--- src/rtl/id_ex_if.sv ---
// ID->EX bundle: decoded instruction from ID, registered EX slot back out.
// Parameters must match the id_ex_stage instance they connect to.
interface id_ex_if #(
    parameter int DATA_W     = 32,
    parameter int REG_ADDR_W = 5,
    parameter int CTRL_W     = 4
);
    logic                  id_valid;
    logic [CTRL_W-1:0]     id_alu_ctrl;
    logic [REG_ADDR_W-1:0] id_rs1_addr;
    logic [REG_ADDR_W-1:0] id_rs2_addr;
    logic [DATA_W-1:0]     id_rs1_data;
    logic [DATA_W-1:0]     id_rs2_data;
    logic [DATA_W-1:0]     id_imm;
    logic                  id_use_imm;
    logic [REG_ADDR_W-1:0] id_rd_addr;
    logic                  id_reg_write;
    logic                  id_mem_read;

    logic                  ex_valid;
    logic [CTRL_W-1:0]     ex_alu_ctrl;
    logic [DATA_W-1:0]     ex_r1;
    logic [DATA_W-1:0]     ex_r2;
    logic [REG_ADDR_W-1:0] ex_rd_addr;
    logic                  ex_reg_write;
    logic                  ex_mem_read;

    modport master (
        output id_valid, id_alu_ctrl,
        output id_rs1_addr, id_rs2_addr,
        output id_rs1_data, id_rs2_data,
        output id_imm, id_use_imm,
        output id_rd_addr, id_reg_write,
        output id_mem_read,
        input  ex_valid, ex_alu_ctrl,
        input  ex_r1, ex_r2,
        input  ex_rd_addr, ex_reg_write,
        input  ex_mem_read
    );

    modport slave (
        input  id_valid, id_alu_ctrl,
        input  id_rs1_addr, id_rs2_addr,
        input  id_rs1_data, id_rs2_data,
        input  id_imm, id_use_imm,
        input  id_rd_addr, id_reg_write,
        input  id_mem_read,
        output ex_valid, ex_alu_ctrl,
        output ex_r1, ex_r2,
        output ex_rd_addr, ex_reg_write,
        output ex_mem_read
    );
endinterface

--- src/rtl/id_ex_stage.sv ---
// ID/EX pipeline register with operand forwarding and load-use detection.
// Define FWD_EN for EX/MEM + MEM/WB forwarding; otherwise any RAW stalls.
module id_ex_stage #(
    parameter int DATA_W     = 32,
    parameter int REG_ADDR_W = 5,
    parameter int CTRL_W     = 4
) (
    input  logic                  clk,
    input  logic                  rst,
    id_ex_if.slave                io,
    input  logic                  stall_in,
    input  logic                  flush,
    input  logic [REG_ADDR_W-1:0] exmem_rd_addr,
    input  logic                  exmem_reg_write,
    input  logic [DATA_W-1:0]     exmem_result,
    input  logic [REG_ADDR_W-1:0] memwb_rd_addr,
    input  logic                  memwb_reg_write,
    input  logic [DATA_W-1:0]     memwb_result,
    output logic                  load_use_stall
);
    localparam logic [CTRL_W-1:0] LAST_OP = CTRL_W'(11);

    typedef struct packed {
        logic                  valid;
        logic [CTRL_W-1:0]     alu_ctrl;
        logic [REG_ADDR_W-1:0] rs1;
        logic [REG_ADDR_W-1:0] rs2;
        logic [REG_ADDR_W-1:0] rd;
        logic [DATA_W-1:0]     d1;
        logic [DATA_W-1:0]     d2;
        logic [DATA_W-1:0]     imm;
        logic                  use_imm;
        logic                  reg_write;
        logic                  mem_read;
    } id_ex_t;

    id_ex_t ex_q;
    id_ex_t id_d;
    logic   legal;
    logic   rs2_live;
    logic   ex_hit;

    // Illegal opcodes become ALU op 0 and never write back.
    always_comb begin
        legal          = io.id_alu_ctrl <= LAST_OP;
        id_d           = '0;
        id_d.valid     = 1'b1;
        id_d.alu_ctrl  = legal ? io.id_alu_ctrl : '0;
        id_d.rs1       = io.id_rs1_addr;
        id_d.rs2       = io.id_rs2_addr;
        id_d.rd        = io.id_rd_addr;
        id_d.d1        = io.id_rs1_data;
        id_d.d2        = io.id_rs2_data;
        id_d.imm       = io.id_imm;
        id_d.use_imm   = io.id_use_imm;
        id_d.reg_write = io.id_reg_write & legal;
        id_d.mem_read  = io.id_mem_read;
    end

    always_ff @(posedge clk) begin
        if (rst) begin
            ex_q <= '0;
        end else if (flush) begin
            ex_q <= '0;
        end else if (!stall_in) begin
            if (load_use_stall || !io.id_valid)
                ex_q <= '0;
            else
                ex_q <= id_d;
        end
    end

    assign rs2_live = !io.id_use_imm;

    assign ex_hit = (ex_q.rd != '0) &&
                    ((io.id_rs1_addr == ex_q.rd) ||
                     (rs2_live && io.id_rs2_addr == ex_q.rd));

`ifdef FWD_EN
    logic em_rs1;
    logic em_rs2;
    logic mw_rs1;
    logic mw_rs2;

    assign load_use_stall = io.id_valid & ex_q.valid &
                            ex_q.mem_read & ex_hit;

    assign em_rs1 = exmem_reg_write && (exmem_rd_addr != '0) &&
                    (exmem_rd_addr == ex_q.rs1);
    assign em_rs2 = exmem_reg_write && (exmem_rd_addr != '0) &&
                    (exmem_rd_addr == ex_q.rs2);
    assign mw_rs1 = memwb_reg_write && (memwb_rd_addr != '0) &&
                    (memwb_rd_addr == ex_q.rs1);
    assign mw_rs2 = memwb_reg_write && (memwb_rd_addr != '0) &&
                    (memwb_rd_addr == ex_q.rs2);

    // Younger producer (EX/MEM) wins over MEM/WB.
    always_comb begin
        io.ex_r1 = ex_q.d1;
        if (em_rs1)
            io.ex_r1 = exmem_result;
        else if (mw_rs1)
            io.ex_r1 = memwb_result;
    end

    always_comb begin
        io.ex_r2 = ex_q.d2;
        if (ex_q.use_imm)
            io.ex_r2 = ex_q.imm;
        else if (em_rs2)
            io.ex_r2 = exmem_result;
        else if (mw_rs2)
            io.ex_r2 = memwb_result;
    end
`else
    logic mem_hit;
    logic unused_fwd;

    // Without bypass paths every RAW on EX or EX/MEM must wait.
    assign mem_hit = exmem_reg_write && (exmem_rd_addr != '0) &&
                     ((io.id_rs1_addr == exmem_rd_addr) ||
                      (rs2_live && io.id_rs2_addr == exmem_rd_addr));

    assign load_use_stall = io.id_valid &
                            ((ex_q.valid & ex_q.reg_write & ex_hit) |
                             mem_hit);

    assign io.ex_r1 = ex_q.d1;
    assign io.ex_r2 = ex_q.use_imm ? ex_q.imm : ex_q.d2;

    assign unused_fwd = ^{exmem_result, memwb_rd_addr,
                          memwb_reg_write, memwb_result,
                          ex_q.rs1, ex_q.rs2};
`endif

    assign io.ex_valid     = ex_q.valid;
    assign io.ex_alu_ctrl  = ex_q.alu_ctrl;
    assign io.ex_rd_addr   = ex_q.rd;
    assign io.ex_reg_write = ex_q.reg_write;
    assign io.ex_mem_read  = ex_q.mem_read;
endmodule

--- src/flat_wrapper.sv ---
// flat-port wrapper written by rule: the top's interface ports become plain ports
module id_ex_stage_flat 
#(
    parameter int DATA_W     = 32,
    parameter int REG_ADDR_W = 5,
    parameter int CTRL_W     = 4
)
  (clk, rst, stall_in, flush, exmem_rd_addr, exmem_reg_write, exmem_result, memwb_rd_addr, memwb_reg_write, memwb_result, load_use_stall, io_id_valid, io_id_alu_ctrl, io_id_rs1_addr, io_id_rs2_addr, io_id_rs1_data, io_id_rs2_data, io_id_imm, io_id_use_imm, io_id_rd_addr, io_id_reg_write, io_id_mem_read, io_ex_valid, io_ex_alu_ctrl, io_ex_r1, io_ex_r2, io_ex_rd_addr, io_ex_reg_write, io_ex_mem_read);
  id_ex_if #(.DATA_W(DATA_W), .REG_ADDR_W(REG_ADDR_W), .CTRL_W(CTRL_W)) io_i ();
  input  logic clk;
  input  logic rst;
  input  logic stall_in;
  input  logic flush;
  input  logic [REG_ADDR_W-1:0] exmem_rd_addr;
  input  logic exmem_reg_write;
  input  logic [DATA_W-1:0] exmem_result;
  input  logic [REG_ADDR_W-1:0] memwb_rd_addr;
  input  logic memwb_reg_write;
  input  logic [DATA_W-1:0] memwb_result;
  output logic load_use_stall;
  input wire logic [$bits(io_i.id_valid)-1:0] io_id_valid;
  input wire logic [$bits(io_i.id_alu_ctrl)-1:0] io_id_alu_ctrl;
  input wire logic [$bits(io_i.id_rs1_addr)-1:0] io_id_rs1_addr;
  input wire logic [$bits(io_i.id_rs2_addr)-1:0] io_id_rs2_addr;
  input wire logic [$bits(io_i.id_rs1_data)-1:0] io_id_rs1_data;
  input wire logic [$bits(io_i.id_rs2_data)-1:0] io_id_rs2_data;
  input wire logic [$bits(io_i.id_imm)-1:0] io_id_imm;
  input wire logic [$bits(io_i.id_use_imm)-1:0] io_id_use_imm;
  input wire logic [$bits(io_i.id_rd_addr)-1:0] io_id_rd_addr;
  input wire logic [$bits(io_i.id_reg_write)-1:0] io_id_reg_write;
  input wire logic [$bits(io_i.id_mem_read)-1:0] io_id_mem_read;
  output wire logic [$bits(io_i.ex_valid)-1:0] io_ex_valid;
  output wire logic [$bits(io_i.ex_alu_ctrl)-1:0] io_ex_alu_ctrl;
  output wire logic [$bits(io_i.ex_r1)-1:0] io_ex_r1;
  output wire logic [$bits(io_i.ex_r2)-1:0] io_ex_r2;
  output wire logic [$bits(io_i.ex_rd_addr)-1:0] io_ex_rd_addr;
  output wire logic [$bits(io_i.ex_reg_write)-1:0] io_ex_reg_write;
  output wire logic [$bits(io_i.ex_mem_read)-1:0] io_ex_mem_read;
  assign io_i.id_valid = io_id_valid;
  assign io_i.id_alu_ctrl = io_id_alu_ctrl;
  assign io_i.id_rs1_addr = io_id_rs1_addr;
  assign io_i.id_rs2_addr = io_id_rs2_addr;
  assign io_i.id_rs1_data = io_id_rs1_data;
  assign io_i.id_rs2_data = io_id_rs2_data;
  assign io_i.id_imm = io_id_imm;
  assign io_i.id_use_imm = io_id_use_imm;
  assign io_i.id_rd_addr = io_id_rd_addr;
  assign io_i.id_reg_write = io_id_reg_write;
  assign io_i.id_mem_read = io_id_mem_read;
  assign io_ex_valid = io_i.ex_valid;
  assign io_ex_alu_ctrl = io_i.ex_alu_ctrl;
  assign io_ex_r1 = io_i.ex_r1;
  assign io_ex_r2 = io_i.ex_r2;
  assign io_ex_rd_addr = io_i.ex_rd_addr;
  assign io_ex_reg_write = io_i.ex_reg_write;
  assign io_ex_mem_read = io_i.ex_mem_read;
  id_ex_stage #(.DATA_W(DATA_W), .REG_ADDR_W(REG_ADDR_W), .CTRL_W(CTRL_W)) u_core (.clk(clk), .rst(rst), .io(io_i), .stall_in(stall_in), .flush(flush), .exmem_rd_addr(exmem_rd_addr), .exmem_reg_write(exmem_reg_write), .exmem_result(exmem_result), .memwb_rd_addr(memwb_rd_addr), .memwb_reg_write(memwb_reg_write), .memwb_result(memwb_result), .load_use_stall(load_use_stall));
endmodule
--- config.mk ---
export PLATFORM = sky130hd
export DESIGN_NAME = id_ex_stage_flat
export DESIGN_NICKNAME = d
export VERILOG_FILES = /design/src/rtl/id_ex_if.sv /design/src/rtl/id_ex_stage.sv /design/src/flat_wrapper.sv
export SDC_FILE = /design/constraint.sdc
export NUM_CORES = 1
export LEC_CHECK = 0
export CAP_MARGIN = 20
export CELL_PAD_IN_SITES_DETAIL_PLACEMENT = 1
export CELL_PAD_IN_SITES_GLOBAL_PLACEMENT = 2
export CORE_MARGIN = 2
export CORE_UTILIZATION = 21
export DETAILED_ROUTE_END_ITERATION = 16
export HOLD_SLACK_MARGIN = 0.1
export PLACE_DENSITY = 0.85
export REMOVE_ABC_BUFFERS = 1
export SETUP_SLACK_MARGIN = 0.2
export SLEW_MARGIN = 20
export SYNTH_ARGS = -nofsm -noshare
export SYNTH_HDL_FRONTEND = slang
export SYNTH_SLANG_ARGS = --single-unit
--- constraint.sdc ---
create_clock -name clk -period 2.6 [get_ports clk]
set_input_delay 0.52 -clock clk [delete_from_list [all_inputs] [get_ports clk]]
set_output_delay 0.52 -clock clk [all_outputs]
set_load 0.01 [all_outputs]
==> results.md <==
* Outcome: completed
* Syn-to-layout area delta at 57.6%
* Combinational fraction of design power at 0.123
* Final antenna diode count at 0
* Area of the mapped netlist at 4260 um2
* Arrival @ worst endpoint at 1.86 ns
* Fin crit share at 0.915
* Number of setup violations in the final report at 0
* Die X at 146 um
* Most common cell after layout, fill and taps aside: clkdlybuf4s50_1
* Largest net degree at the start of global routing at 110
* Post-DRT Antenna Nets at 0
* Clock Path Buffers at 2
* Share of cells above drive strength 1 at 0.174
* Reg2Reg Depth at 8
* R2R Setup Slk at 0.54 ns
* Vias at 3526
* Worst r2r dst: u_core.ex_q[60]
* Pre-CTS setup slack at -0.521 ns
* Power consumption at 3430 uW
* Clock power frac at 0.376
* Worst VDD drop at 267 uV
* CTS Buf Count at 9
* Static Leak at 0.00258 uW
* Type of destination of the critical path: output pin
* Die Ht at 146 um
* Sw Ratio at 0.232
* Gate Count Post-Synth at 359
* RSZ-0062 raised after global routing: yes
* CP required at 2.08 ns
* Iteration-0 DRC Markers at 75
* Setup CP Type: input pin to output pin
* Hold Path End: u_core.io.ex_alu_ctrl[0]
* Synthesized area per cell at 11.9 um2
* Worst Max-Slew Pin Slew at 0.503 ns
* Core area at 20000 um2
* Synth Warn # at 0
* Via density at 4.38
* Min cycle time layout at 2.38 ns
* Synthesized flop and latch total at 109
* Util after Layout at 0.335
* Std-Cell Rows at 52
* Worst-path clk slew at 0.07 ns
* Nets at 729
* Final worst slack at 0.222 ns
* R2R Path Start: u_core.io.ex_rd_addr[4]
* CTS tree: yes
* CTS sink count at 109
* Worst-Skew Late Latency at 0.35 ns
* CTS H-tree depth at 3
* Fmax achieved at 420 MHz
* IO Pins at 276
* CP cell instances: dlygate4sd2_1 > or4_4 > o21ai_4 > o22ai_2 > and2_1 > buf_2
* P_sw at 797 uW
* Vias in the first global route at 3938
* Commonest cells after routing, fill and taps aside: clkdlybuf4s50_1, dfxtp_1, a22o_1
* Internal power at 2640 uW
* Post-synthesis sequential area ratio at 0.512
* Port-buffer cells at 205
* First-pass GRT wire length at 20.6 mm
* Startpoint type of the worst setup path: input pin
* Layout Skew at 0.00964 ns
* Hold depth at 1
* CP Max Fanout at 3
* Startpoint of the worst hold path: u_core.io.ex_alu_ctrl[0]
* Worst path slowest cell: or4_4
* CTS root buf: clkbuf_16
* Post-route DRC at 0
* Hold Violations, Final at 0
* Number of max-cap violations at 0
* Overall Global Routing Usage at 0.119
* Reg power frac at 0.502
* Initial core utilization at 0.212
* Total grt overflow at 0
* Routed length per placed instance at 16.2 um
* Setup total negative slack at 0 ns
* Worst hold-check path type: flip-flop to flip-flop
* Dpl hpwl at 9.41 mm
* Initial antenna violation count at 0
* First-pass DRT Iterations at 4
* Power Density at 512 nW/um2
* DIE AREA at 21400 um2
* Crit path largest cell delay at 0.53 ns
* Rel. slew slack at 0.665
* Max-slew violation count at 0
* DRT Wirelength at 13.1 mm
* RePlAce Congestion at 0.823
* Synth unique cells at 24
==> state kept, by name (all words and copies together), names as in the netlist <==
| name | flops |
|---|---|
| u_core.io.ex_rd_addr | 5 |
| u_core.io.ex_mem_read | 1 |
| u_core.ex_q | 65 |
| u_core.io.ex_valid | 1 |
| u_core.io.ex_reg_write | 1 |
| u_core.io.ex_r1 | 32 |
| u_core.io.ex_alu_ctrl | 4 |
==> synthesized netlist by cell type <==
| library cell | number | area, um2 |
|---|---|---|
| or4_1 | 2 | 15.0 |
| xor2_1 | 2 | 17.5 |
| nand4_1 | 2 | 12.5 |
| o21ai_1 | 1 | 5.00 |
| clkbuf_1 | 16 | 60.1 |
| o32a_1 | 2 | 20.0 |
| inv_1 | 2 | 7.51 |
| a32o_1 | 5 | 50.1 |
| o22ai_1 | 1 | 6.26 |
| dfxtp_1 | 109 | 2180 |
| buf_6 | 3 | 33.8 |
| mux2_2 | 32 | 360 |
| nand2_1 | 3 | 11.3 |
| o211ai_2 | 1 | 12.5 |
| xnor2_1 | 18 | 158 |
| buf_4 | 41 | 308 |
| and2_1 | 1 | 6.26 |
| a21o_1 | 1 | 7.51 |
| nand3_1 | 2 | 10.0 |
| buf_2 | 9 | 45.0 |
| nor3b_1 | 1 | 7.51 |
| o221a_1 | 1 | 11.3 |
| nor4b_1 | 1 | 8.76 |
| a22o_1 | 103 | 902 |
==> per-layer routing <==
metal / track usage / part of all wire / vias up
met2: 0.215 / 0.51 / 131
li1: - / - / 1646
met4: 0.0515 / 0.026 / 0
met3: 0.0347 / 0.064 / 22
met5: 0 / 0 / -
met1: 0.131 / 0.40 / 1727
==> worst max path at each step <==
stage,from,end
global placement,io_id_rs2_addr[4],load_use_stall
finish,exmem_rd_addr[3],load_use_stall
CTS,io_id_rs2_addr[2],load_use_stall
floorplan,flush,u_core.ex_q[10]
global route,u_core.io.ex_rd_addr[4],load_use_stall
detailed placement,io_id_rs2_addr[0],load_use_stall
==> power groups by stage <==
| stage | clock network (uW) | logic [uW] | registers [uW] |
|---|---|---|---|
| after floorplan | 0 | 104 | 1770 |
| after global placement | 0 | 407 | 1760 |
| after detailed placement | 0 | 420 | 1760 |
| after CTS | 1360 | 420 | 1720 |
| after global routing | 1420 | 449 | 1730 |
| final | 1290 | 421 | 1720 |
==> per-stage QoR <==
step | hold slack (ns) | cell area [um2] | std cells
detailed placement | 0.458 | 6400 | 784
finish | 0.474 | 6710 | 805
global route | 0.493 | 6710 | 805
floorplan | 0.443 | 3810 | 290
global placement | 0.449 | 6400 | 784
CTS | 0.476 | 6680 | 802
==> area by class of cell <==
type | count | area, um2
well taps | 270 | 338
inverters | 2 | 7.51
repair buffers | 229 | 2230
clock buffers | 9 | 225
clock inverters | 7 | 46.3
multi-input cells | 179 | 1680
fillers | 2244 | 13300
flip-flops and latches | 109 | 2190
==> cell families after synthesis <==
family	after synthesis	synth area share
and+or+nand+nor	12	0.0168
AOI/OAI and AO/OA	115	0.238
DFF	109	0.512
muxes	32	0.0846
xor gates and xnor gates	20	0.0411
buffers and inverters	71	0.107
==> timing repair <==
item                       CTS  global route
hold buffers                 0             0
hold endpoints to repair     0             0
buffers inserted             2             3
pin swaps                    7            13
setup endpoints to repair   17             3
gates resized for setup     23            24
==> critical path: cells and delay by family <==
kind	cells	cell delay [ns]
compound gates	2	0.25
buf+inv	2	0.40
simple gates	2	0.69
Note: power is estimated with default switching activity, not from simulation.
==> RTL change, RTL diff (same settings) <==
Reset style: asynchronous (`rst`), changed in one clocked block.
--- a/src/rtl/id_ex_stage.sv
+++ b/src/rtl/id_ex_stage.sv
@@ -58,5 +58,5 @@
     end
 
-    always_ff @(posedge clk) begin
+    always_ff @(posedge clk or posedge rst) begin
         if (rst) begin
             ex_q <= '0;
Behaviour: differs if rst is asserted again (counterexample within 4 cycles, from zero or initial values and one cycle with rst high); with rst held inactive, the same outputs for 10 cycles.
==> RTL change against the original RTL <==
Cell area up 14%; non-clock buffer count up 2; largest power group unchanged; worst setup slack worse by 0.13 ns; sequential cell count unchanged; area after synthesis up 18%; sequential share of layout area increased by 3.1 points; via count rose by 12%; total power rose by 16%; routed wire length up 16%; critical path depth increased by 2; register-to-register slack got worse by 0.22 ns; clock power up 22%.
==> RTL change: results (changes against the original RTL) <==
status finished clean; clock transition at the registers of the reported paths 0.07 ns (about the same); Synth Flop Type dfrtp_1; max FFs per register 65 (unchanged); hold endpoint u_core.ex_q[29]; ANT cells 0 (unchanged); clock root buffer clkbuf_16; WL met1 6630 um (+26%); first-pass GRT wire length 24,200 um (+18%); hold crit path type reg2reg; drt pass-1 iters 7 (+3); CTS buffer count 9 (unchanged); met3 WL post-DR 1280 um (+54%); Critical R2R Capture u_core.io.ex_r1[2]; highest metal used met4; post-DP HPWL 10,500 um (+12%); synth cell count leaders dfrtp_1 (109), a32o_1 (105), buf_4 (42), mux2_2 (32), clkbuf_1 (28); Worst slew margin 63.8% (-2.6 points); Reg2Reg Setup Slack 0.32 ns (-0.22 ns); DR iter-0 viols 145 (+93%); post-synthesis sequential area ratio 54.2% (+3.0 points); Reg with most FFs u_core.ex_q; worst-path maximum fanout 2 (-1); Async S/R FF share, synth 100% (+100 points); met2 wire len 7090 um (+6.7%); routed length per instance 17.6 um (+8.6%); clock skew 0.00857 ns (-0.00108 ns); fill count 2,516 (+12%); vias in the first global route 4,270 (+8.4%); later-pin clock latency in the skew report 0.35 ns (about the same); Hold Path Stages 1 (unchanged); post-synth cell types 23 (-4.2%); initial antenna violation count 0 (unchanged); hold path start u_core.ex_q[29]; H-tree depth 3 (unchanged); nets@finish 735 (+0.82%); CTS max path bufs 2 (unchanged); worst IR drop on VDD 0.317 mV (+19%); Arrival @ worst endpoint 1.99 ns (+0.13 ns); Reg2Reg Depth 6 (-2); post-CTS setup buffer count 0 (-2); Synth area leaders dfrtp_1 (54%), a32o_1 (21%), mux2_2 (7.2%); layout cells sized above 1 15.6% (-1.8 points); largest net degree at the start of global routing 66 (-40%); Ys Warns 0 (unchanged); gr usage total 12.0% (+0.070 points); via density per instance 4.62 (+5.4%); Leak 0.00316 uW (+23%); reg-to-reg critical path startpoint u_core.io.ex_rd_addr[2]; Port Buffers 205 (unchanged); routability congestion estimate 0.771 (-6.4%)
## RTL change: kinds of logic after synthesis
| logic type | after synthesis | share of synthesized area, % |
|---|---|---|
| AO/OA/AOI/OAI | 113 | 22.3 |
| XOR/XNOR | 20 | 3.48 |
| buffers and inverters | 82 | 10.8 |
| flip-flops | 109 | 54.2 |
| multiplexers | 32 | 7.16 |
| AND/OR/NAND/NOR | 19 | 2.06 |
## RTL change: final cells by class
type	count	share of cell area (%)
multi-input combinational	184	23.9
tap	319	5.23
timing repair buffer	231	30.7
sequential	109	35.8
clock inverter	6	1.46
clock buffer	9	2.95
inverter	1	0.0819
## RTL change: report_power, final
group	internal, uW	total, uW	switching, uW
Clock	939	1580	637
Combinational	379	628	248
Sequential	1760	1800	36.3
Total	3080	4000	922
## RTL change: through the flow
stage,TNS (ns),instances,hold slack (ns),worst slack [ns],cell area [um^2]
after floorplan,-567.04,294,0.458,-4.58,4490
after global placement,-35.13,844,0.466,-0.549,7240
after detailed placement,-35.55,844,0.475,-0.536,7240
after CTS,0,859,0.491,0.0431,7590
after global routing,0,859,0.500,0.0137,7640
final,0,859,0.486,0.0887,7640
## RTL change: critical path, cell delays in order
cell and delay [ns]:
clkdlybuf4s50_1 0.47, xnor2_1 0.16, nand2_1 0.09, o32ai_2 0.07
buf_4 0.15, a32oi_4 0.30, nor2b_1 0.09, buf_2 0.15
## RTL change: worst max-delay path by stage
stage	start	to	slack, ns
3_5_place_dp	io_id_rs2_addr[1]	load_use_stall	-0.54
5_1_grt	u_core.io.ex_rd_addr[2]	load_use_stall	0.01
2_1_floorplan	flush	u_core.io.ex_alu_ctrl[0]	-4.58
6_report	io_id_rs1_addr[2]	load_use_stall	0.09
3_3_place_gp	io_id_rs2_addr[1]	load_use_stall	-0.55
4_1_cts	u_core.io.ex_rd_addr[2]	load_use_stall	0.04
## RTL change: routing by layer
layer | up-vias | GRT usage (%)
li1 | 1761 | -
met1 | 2042 | 14.9
met2 | 152 | 19.0
met3 | 11 | 5.33
met4 | 0 | 3.00
met5 | - | 0
## RTL change: timing repair
item	in CTS	in global routing
gates resized for setup	20	14
pin swaps	6	6
gates cloned	0	0
endpoints found under the setup margin	138	65
